## src/rtl/prog_clock_divider.sv

```systemverilog
// Multi-channel programmable clock divider with shadowed divide values and a global phase restart.
// Optional per-period tick outputs are built only when PROG_CLOCK_DIVIDER_TICK_EN is defined.
module prog_clock_divider #(
  parameter int CH          = 4,
  parameter int WIDTH       = 32,
  parameter int DEFAULT_DIV = 100000,
  localparam int AW         = (CH > 1) ? $clog2(CH) : 1
) (
  input  logic             i_CLK,
  input  logic             i_RST_N,
  input  logic [CH-1:0]    i_EN,
  input  logic             i_SYNC,
  input  logic             i_WE,
  input  logic [AW-1:0]    i_ADDR,
  input  logic [WIDTH-1:0] i_DIV,
  output logic [CH-1:0]    o_CLK,
  output logic [CH-1:0]    o_TICK
);

  function automatic logic [WIDTH-1:0] clamp_div(input logic [WIDTH-1:0] v);
    return (v < WIDTH'(2)) ? WIDTH'(2) : v;
  endfunction

  localparam logic [WIDTH-1:0] RST_DIV = clamp_div(WIDTH'(DEFAULT_DIV));

  logic [WIDTH-1:0] cnt_q [CH];
  logic [WIDTH-1:0] cnt_d [CH];
  logic [WIDTH-1:0] div_q [CH];
  logic [WIDTH-1:0] div_d [CH];
  logic [WIDTH-1:0] shd_q [CH];
  logic [WIDTH-1:0] shd_d [CH];
  logic [WIDTH-1:0] inc   [CH];
  logic [WIDTH-1:0] half  [CH];
  logic [CH-1:0]    wrap;
  logic [CH-1:0]    clk_d;

  // ">=" rather than "==" so a counter left beyond a shrunken D (loaded while
  // disabled) wraps at once instead of running to 2^WIDTH.
  always_comb begin
    for (int c = 0; c < CH; c++) begin
      inc[c]   = cnt_q[c] + WIDTH'(1);
      half[c]  = (div_q[c] >> 1) + WIDTH'(div_q[c][0]);
      wrap[c]  = (cnt_q[c] >= div_q[c] - WIDTH'(1));
      cnt_d[c] = cnt_q[c];
      clk_d[c] = o_CLK[c];
      div_d[c] = div_q[c];
      shd_d[c] = shd_q[c];
      if (i_SYNC) begin
        cnt_d[c] = '0;
        clk_d[c] = 1'b0;
        div_d[c] = shd_q[c];
      end else if (!i_EN[c]) begin
        div_d[c] = shd_q[c];
      end else if (wrap[c]) begin
        cnt_d[c] = '0;
        clk_d[c] = 1'b0;
        div_d[c] = shd_q[c];
      end else begin
        cnt_d[c] = inc[c];
        clk_d[c] = (inc[c] >= half[c]);
      end
      if (i_WE && (int'(i_ADDR) == c)) shd_d[c] = clamp_div(i_DIV);
    end
  end

  always_ff @(posedge i_CLK or negedge i_RST_N) begin
    if (!i_RST_N) begin
      for (int c = 0; c < CH; c++) begin
        cnt_q[c] <= '0;
        div_q[c] <= RST_DIV;
        shd_q[c] <= RST_DIV;
      end
      o_CLK <= '0;
    end else begin
      for (int c = 0; c < CH; c++) begin
        cnt_q[c] <= cnt_d[c];
        div_q[c] <= div_d[c];
        shd_q[c] <= shd_d[c];
      end
      o_CLK <= clk_d;
    end
  end

`ifdef PROG_CLOCK_DIVIDER_TICK_EN
  logic [CH-1:0] tick_d;

  always_comb begin
    tick_d = '0;
    for (int c = 0; c < CH; c++) tick_d[c] = !i_SYNC && i_EN[c] && wrap[c];
  end

  always_ff @(posedge i_CLK or negedge i_RST_N) begin
    if (!i_RST_N) o_TICK <= '0;
    else          o_TICK <= tick_d;
  end
`else
  assign o_TICK = '0;
`endif

endmodule

```

## config.mk

```make
export PLATFORM = sky130hd
export DESIGN_NAME = prog_clock_divider
export DESIGN_NICKNAME = d
export VERILOG_FILES = /design/src/rtl/prog_clock_divider.sv
export SDC_FILE = /design/constraint.sdc
export NUM_CORES = 1
export LEC_CHECK = 0
export CELL_PAD_IN_SITES_DETAIL_PLACEMENT = 1
export CELL_PAD_IN_SITES_GLOBAL_PLACEMENT = 2
export CORE_UTILIZATION = 38
export CTS_CLUSTER_DIAMETER = 30
export CTS_CLUSTER_SIZE = 14
export DETAILED_ROUTE_END_ITERATION = 6
export HOLD_SLACK_MARGIN = 0.06
export PLACE_DENSITY_LB_ADDON = 0.1
export SKIP_CTS_REPAIR_TIMING = 1
export SYNTH_ARGS = -nofsm -noshare
export SYNTH_HDL_FRONTEND = slang
export SYNTH_SLANG_ARGS = --single-unit
```

## constraint.sdc

```tcl
create_clock -name i_CLK -period 4.6 [get_ports i_CLK]
set_clock_uncertainty 0.15 [all_clocks]
set_input_delay 0.92 -clock i_CLK [delete_from_list [all_inputs] [get_ports i_CLK]]
set_output_delay 0.92 -clock i_CLK [all_outputs]
set_load 0.005 [all_outputs]
```

* Word-level counts from Yosys, hierarchy flattened
Cells that the tools add are included.
** Operators by class
- $add $sub $neg :: 12
- $lt $le $gt $ge :: 9
- Eq/ne operators :: 7
- Muxes and demuxes :: 37
- Reduce and logical (&&, ||, !) cells :: 9
** Operators with widths (count)
- 32-bit 2-to-1 mux :: 25
- 32-bit >= comparator :: 8
- 31-bit by 1-bit adder with 32-bit output :: 4
- 32-bit by 1-bit adder with 32-bit output, second input constant :: 4
- 32-bit by 1-bit subtractor with 32-bit output, second input constant :: 4
- 32-bit by 2-bit < comparator with 1-bit output, second input constant :: 1
- 1-bit 2-to-1 mux :: 12
- 3-bit by 1-bit inequality test with 1-bit output, second input constant :: 4
- 2-bit nonzero test :: 4
- 2-bit equality test, second input constant :: 2
- 1-bit logical AND :: 4
- 2-bit by 1-bit equality test with 1-bit output, second input constant :: 1
- 2-bit zero test :: 1
** Storage, ports and cells
- Flip-flop bits (word level) :: 388
- Output and inout port bits :: 8

* Depth between registers and ports, before layout
- Depth in word-level cells :: 5
- Depth in mapped cells :: 18
- Depth with buffers taken out :: 15

* Least setup slack after synthesis
Ideal clock, no wire load.
- Kind :: reg-to-reg
- From :: reg div_q[76] (netlist bit)
- To :: reg div_q[89] (netlist bit)
- Library setup time :: 125 ps
- Arrival time :: 4604 ps
- Path slack :: -279 ps
- Cell stages (with the launch flop) :: 17
- Cells stage by stage :: dfrtp_1 -> buf_6 -> or4_4 -> or3_4 -> or4_4 -> or3_4 -> nor3_2 -> xnor2_1 -> ha_1 -> nand4_1 -> nor4_1 -> nand4_1 -> o22ai_1 -> or2_1 -> clkbuf_1 -> clkbuf_1 -> mux2_2
** On the way
- Cells in the longest elaborated chain, start to end :: 3
** RTL lines
- start: declaration :: line 28 : logic [WIDTH-1:0] div_q [CH];
- start signal: indexed assignment :: line 77 : div_q[c] <= div_d[c];
- 32-bit by 1-bit subtractor with 32-bit output :: line 43 : wrap[c] = (cnt_q[c] >= div_q[c] - WIDTH'(1));
- 32-bit >= comparator :: line 43
- 3-bit by 1-bit inequality test with 1-bit output (no line)
Every way passes these cells.
A chain may end at the register's enable or synchronous reset.

* Worst setup path in the final report
- From :: reg div_q[76] (netlist bit)
- To :: reg div_q[72] (netlist bit)
Same word-level chain as after synthesis.

==> key figures <==
Critical path
  • Highest cell delay on the worst timing path: 550 ps
  • Worst setup EP type: flip-flop
  • Critical path startpoint category: flip-flop
  • Critical Path RT: 4970 ps
  • Arrival @ worst endpoint: roughly 5100 ps
  • CP cell instances: or4_4, or3_4, or4_4, or3_4, nor3_4, xnor2_1, ha_1, nand4_1, nor4_4, buf_4, nand2_2, o22ai_2, or2_4, buf_12, mux2_2
  • Crit Path Category: reg2reg
  • Max stage delay cell, worst path: or4_4
  • Crit path max fanout: 17

Global route
  • Total Routing Usage GR: 0.235
  • Initial antenna violation count: 1
  • Vias in the first global route: 22700
  • First-pass GRT wire length: between 100000 and 150000 um
  • Gr ovfl total: 0
  • Largest net degree at the start of global routing: between 80 and 90

Placement
  • GPL Wtd Cong: between 0.8 and 0.9
  • I/O Buffers: 45
  • DPL Wire Length: between 60000 and 70000 um

Layout
  • Layout filler cell count: 7525
  • Multi-input gate area: roughly 17000 sq um
  • Layout cell share with drive strength beyond 1: 0.225
  • Area growth from synthesis to layout: 22.4%
  • Ant diodes: 0
  • FF/Latch Area: just under 10000 sq um
  • Final #Nets: approximately 3200

Power
  • Peak VDD IR: about 0.26 mV
  • PD cells: 440 nW/um^2
  • Pwr Total: between 10000 and 15000 uW
  • Combinational fraction of design power: 0.185
  • Leak: roughly 0.014 uW
  • Flop pwr share: 0.309
  • Net switching power: roughly 4300 uW
  • Switch share: 0.292
  • P_int: slightly above 10000 uW
  • Clk pwr share: 0.506

Logic synthesis
  • Post-Syn Area: roughly 27000 sq um
  • Number of synthesized flops with an enable pin: 0
  • Synth top area cells: dfrtp_1, ha_1, mux2_2, xnor2_1, xor2_1
  • Register area share after synthesis: 0.360
  • Synth Flop Type: dfrtp_1
  • Warnings, synthesis: 0
  • Netlist cell types: 67
  • Share of the synthesized area in the top cell type: 0.314
  • Mapped Cells: around 2700
  • Post-synth ARST share: 1.00
  • Synth area leader: dfrtp_1
  • Avg Inst Size Synth: about 10 sq um
  • Synthesis-stage register bit count: just under 400

Routing
  • Number of remaining DRC errors: 0
  • Via Count: around 22000
  • Routed Antenna Nets: 0
  • Vias/cell: approximately 5.6
  • Final wirelength: between 80000 and 90000 um
  • Drt first pass iters: 6
  • Drt wl/cell: ~22 um
  • Starting DRT DRC Count: between 900 and 1000

CTS
  • Clk slew on worst S/H paths: ~50 ps
  • CTS sink cnt: approximately 390
  • Clock Root Buffer: clkbuf_16
  • H-Tree Depth: 3
  • Clock latency on the worst-skew pair: approximately 650 ps
  • Total CTS buffers: ~100
  • Clk buf depth: 3
  • CTS tree: yes

Timing
  • Worst Max-Slew Pin Slew: 905 ps
  • F_max: ~210 MHz
  • Tmin final: 4720 ps
  • Final Hold Fails: 0
  • Max-slew violations: 0
  • RSZ-0062 raised after global routing: true
  • Final number of setup-violating endpoints: 39
  • Final setup margin: -124 ps
  • Worst rel slew slack: 0.395
  • Fin crit share: 1.03
  • Hold WS: 85.0 ps

Floorplan
  • Total core area: approximately 70000 sq um
  • Die Span X: between 200 and 300 um
  • Die height: ~270 um
  • Starting density of the core: 0.386
  • Die Area: between 70000 and 80000 sq um
  • Top-Level Pins: 50
  • Row count: between 90 and 100

Run status
  • Failing checks: negative setup slack
  • Status: complete, but fails checks

Job
  • Total of max-cap violations: 0

Hold path
  • Worst hold-check path type: in2async
[metal layers]
metal,GRT usage,part of all wire
met5,0,0
met4,0.0788,0.028
met3,0.0280,0.025
met2,0.362,0.45
met1,0.338,0.50
[flip-flops by register name, indices dropped and copies added, names as in the netlist]
name and cells:
o_CLK 4, cnt_q 128, shd_q 128, div_q 128
[cell type report]
cell class / count / share of cell area
Tap cell: 940 / 0.0355
Sequential cell: 388 / 0.295
Clock buffer: 143 / 0.0908
Timing Repair Buffer: 186 / 0.0521
Multi-Input combinational cell: 2128 / 0.505
Clock inverter: 47 / 0.0181
Inverter: 32 / 0.00362
[metrics by stage]
| stage | instance area [sq um] | cells | setup TNS [ps] | util | worst slack [ps] |
|---|---|---|---|---|---|
| after CTS | 32800 | 3850 | -7040 | 0.467 | -148 |
| after detailed placement | 29200 | 3660 | -4390 | 0.416 | -94.7 |
| after floorplan | 27100 | 2718 | 0 | - | 6.69 |
| after global placement | 29200 | 3660 | 0 | 0.416 | 7.34 |
| after global routing | 33200 | 3864 | -15500 | 0.472 | -328 |
| final | 33200 | 3864 | -2920 | 0.472 | -124 |
[cells by family after synthesis]
| logic type | count (synthesis) | share of synthesized area |
|---|---|---|
| adders and majority gates | 272 | 0.126 |
| and+or+nand+nor | 895 | 0.173 |
| xor gates and xnor gates | 345 | 0.111 |
| other | 1 | 0.000138 |
| AOI/OAI and AO/OA | 360 | 0.0953 |
| buffers and inverters | 202 | 0.0296 |
| DFF | 388 | 0.360 |
| muxes | 252 | 0.104 |
[cells in the mapped netlist (all sizes together) (4+ instances only)]
cell type and count:
a2111oi 4, a211oi 18, a21o 36, a21oi 80
a221o 6, a221oi 9, a22o 23, a31oi 14
a32o 66, and2 15, and3 50, and4 28
buf 22, clkbuf 148, dfrtp 340, dfstp 48
ha 272, inv 32, mux2 243, mux2i 9
nand2 211, nand2b 15, nand3 140, nand3b 10
nand4 101, nand4b 8, nor2 135, nor2b 7
nor3 68, nor4 46, nor4b 4, o211ai 16
o21ai 62, o31ai 5, or2 10, or3 24
or4 19, xnor2 186, xor2 159
[worst max-delay path, delay by kind of cell, from the launching register on]
kind / cells / cell delay, ps
compound gates: 1 / 170
xor+xnor: 1 / 90
fa+ha+maj: 1 / 310
buf+inv: 2 / 350
flops: 1 / 370
mux: 1 / 350
simple gates: 9 / 2800
[power by group through the flow]
| stage | combinational, uW | sequential (uW) | clock, uW |
|---|---|---|---|
| finish | 2690 | 4510 | 7380 |
| global placement | 2510 | 4490 | 0 |
| global route | 2990 | 4590 | 7690 |
| CTS | 2670 | 4490 | 7520 |
| detailed placement | 2640 | 4530 | 0 |
| floorplan | 1950 | 4200 | 0 |
[worst paths after layout]
path | from | end | slack (ps) | cells past startpoint
worst max register to register | div_q[76]$_DFFE_PN0P_ | div_q[72]$_DFFE_PN0P_ | -120 | 15
worst min-delay path | i_RST_N | cnt_q[64]$_DFFE_PN0P_ | 90 | 1
min in group i_CLK | o_CLK[2]$_DFFE_PN0P_ | o_CLK[2]$_DFFE_PN0P_ | 320 | 2
worst max-delay path | div_q[76]$_DFFE_PN0P_ | div_q[72]$_DFFE_PN0P_ | -120 | 15
worst min register to register | o_CLK[2]$_DFFE_PN0P_ | o_CLK[2]$_DFFE_PN0P_ | 320 | 2
max in group asynchronous | i_RST_N | shd_q[112]$_DFFE_PN1P_ | 3210 | 2
[cells in the final DEF, fill, tap and decap left out, types with 12 or more instances in the layout]
| cell type | count |
|---|---|
| and2_1 | 15 |
| nand2b_1 | 14 |
| clkbuf_1 | 15 |
| and4_1 | 27 |
| and3_1 | 49 |
| clkbuf_8 | 22 |
| nand2_1 | 208 |
| buf_4 | 124 |
| a22o_1 | 23 |
| ha_1 | 272 |
| or3_1 | 21 |
| xnor2_1 | 186 |
| a211oi_1 | 17 |
| nor3_1 | 62 |
| clkinv_2 | 12 |
| mux2_2 | 231 |
| or4_1 | 13 |
| nand4_1 | 100 |
| xor2_1 | 159 |
| nand3_1 | 140 |
| a32o_1 | 66 |
| o211ai_1 | 16 |
| dfstp_2 | 48 |
| inv_1 | 32 |
| clkdlybuf4s50_1 | 44 |
| dfrtp_1 | 340 |
| a21oi_1 | 80 |
| clkbuf_16 | 110 |
| nor4_1 | 39 |
| a21o_1 | 36 |
| o21ai_0 | 61 |
| a31oi_1 | 14 |
| mux2_4 | 12 |
| nor2_1 | 131 |
Note: power is estimated with default switching activity, not from simulation.
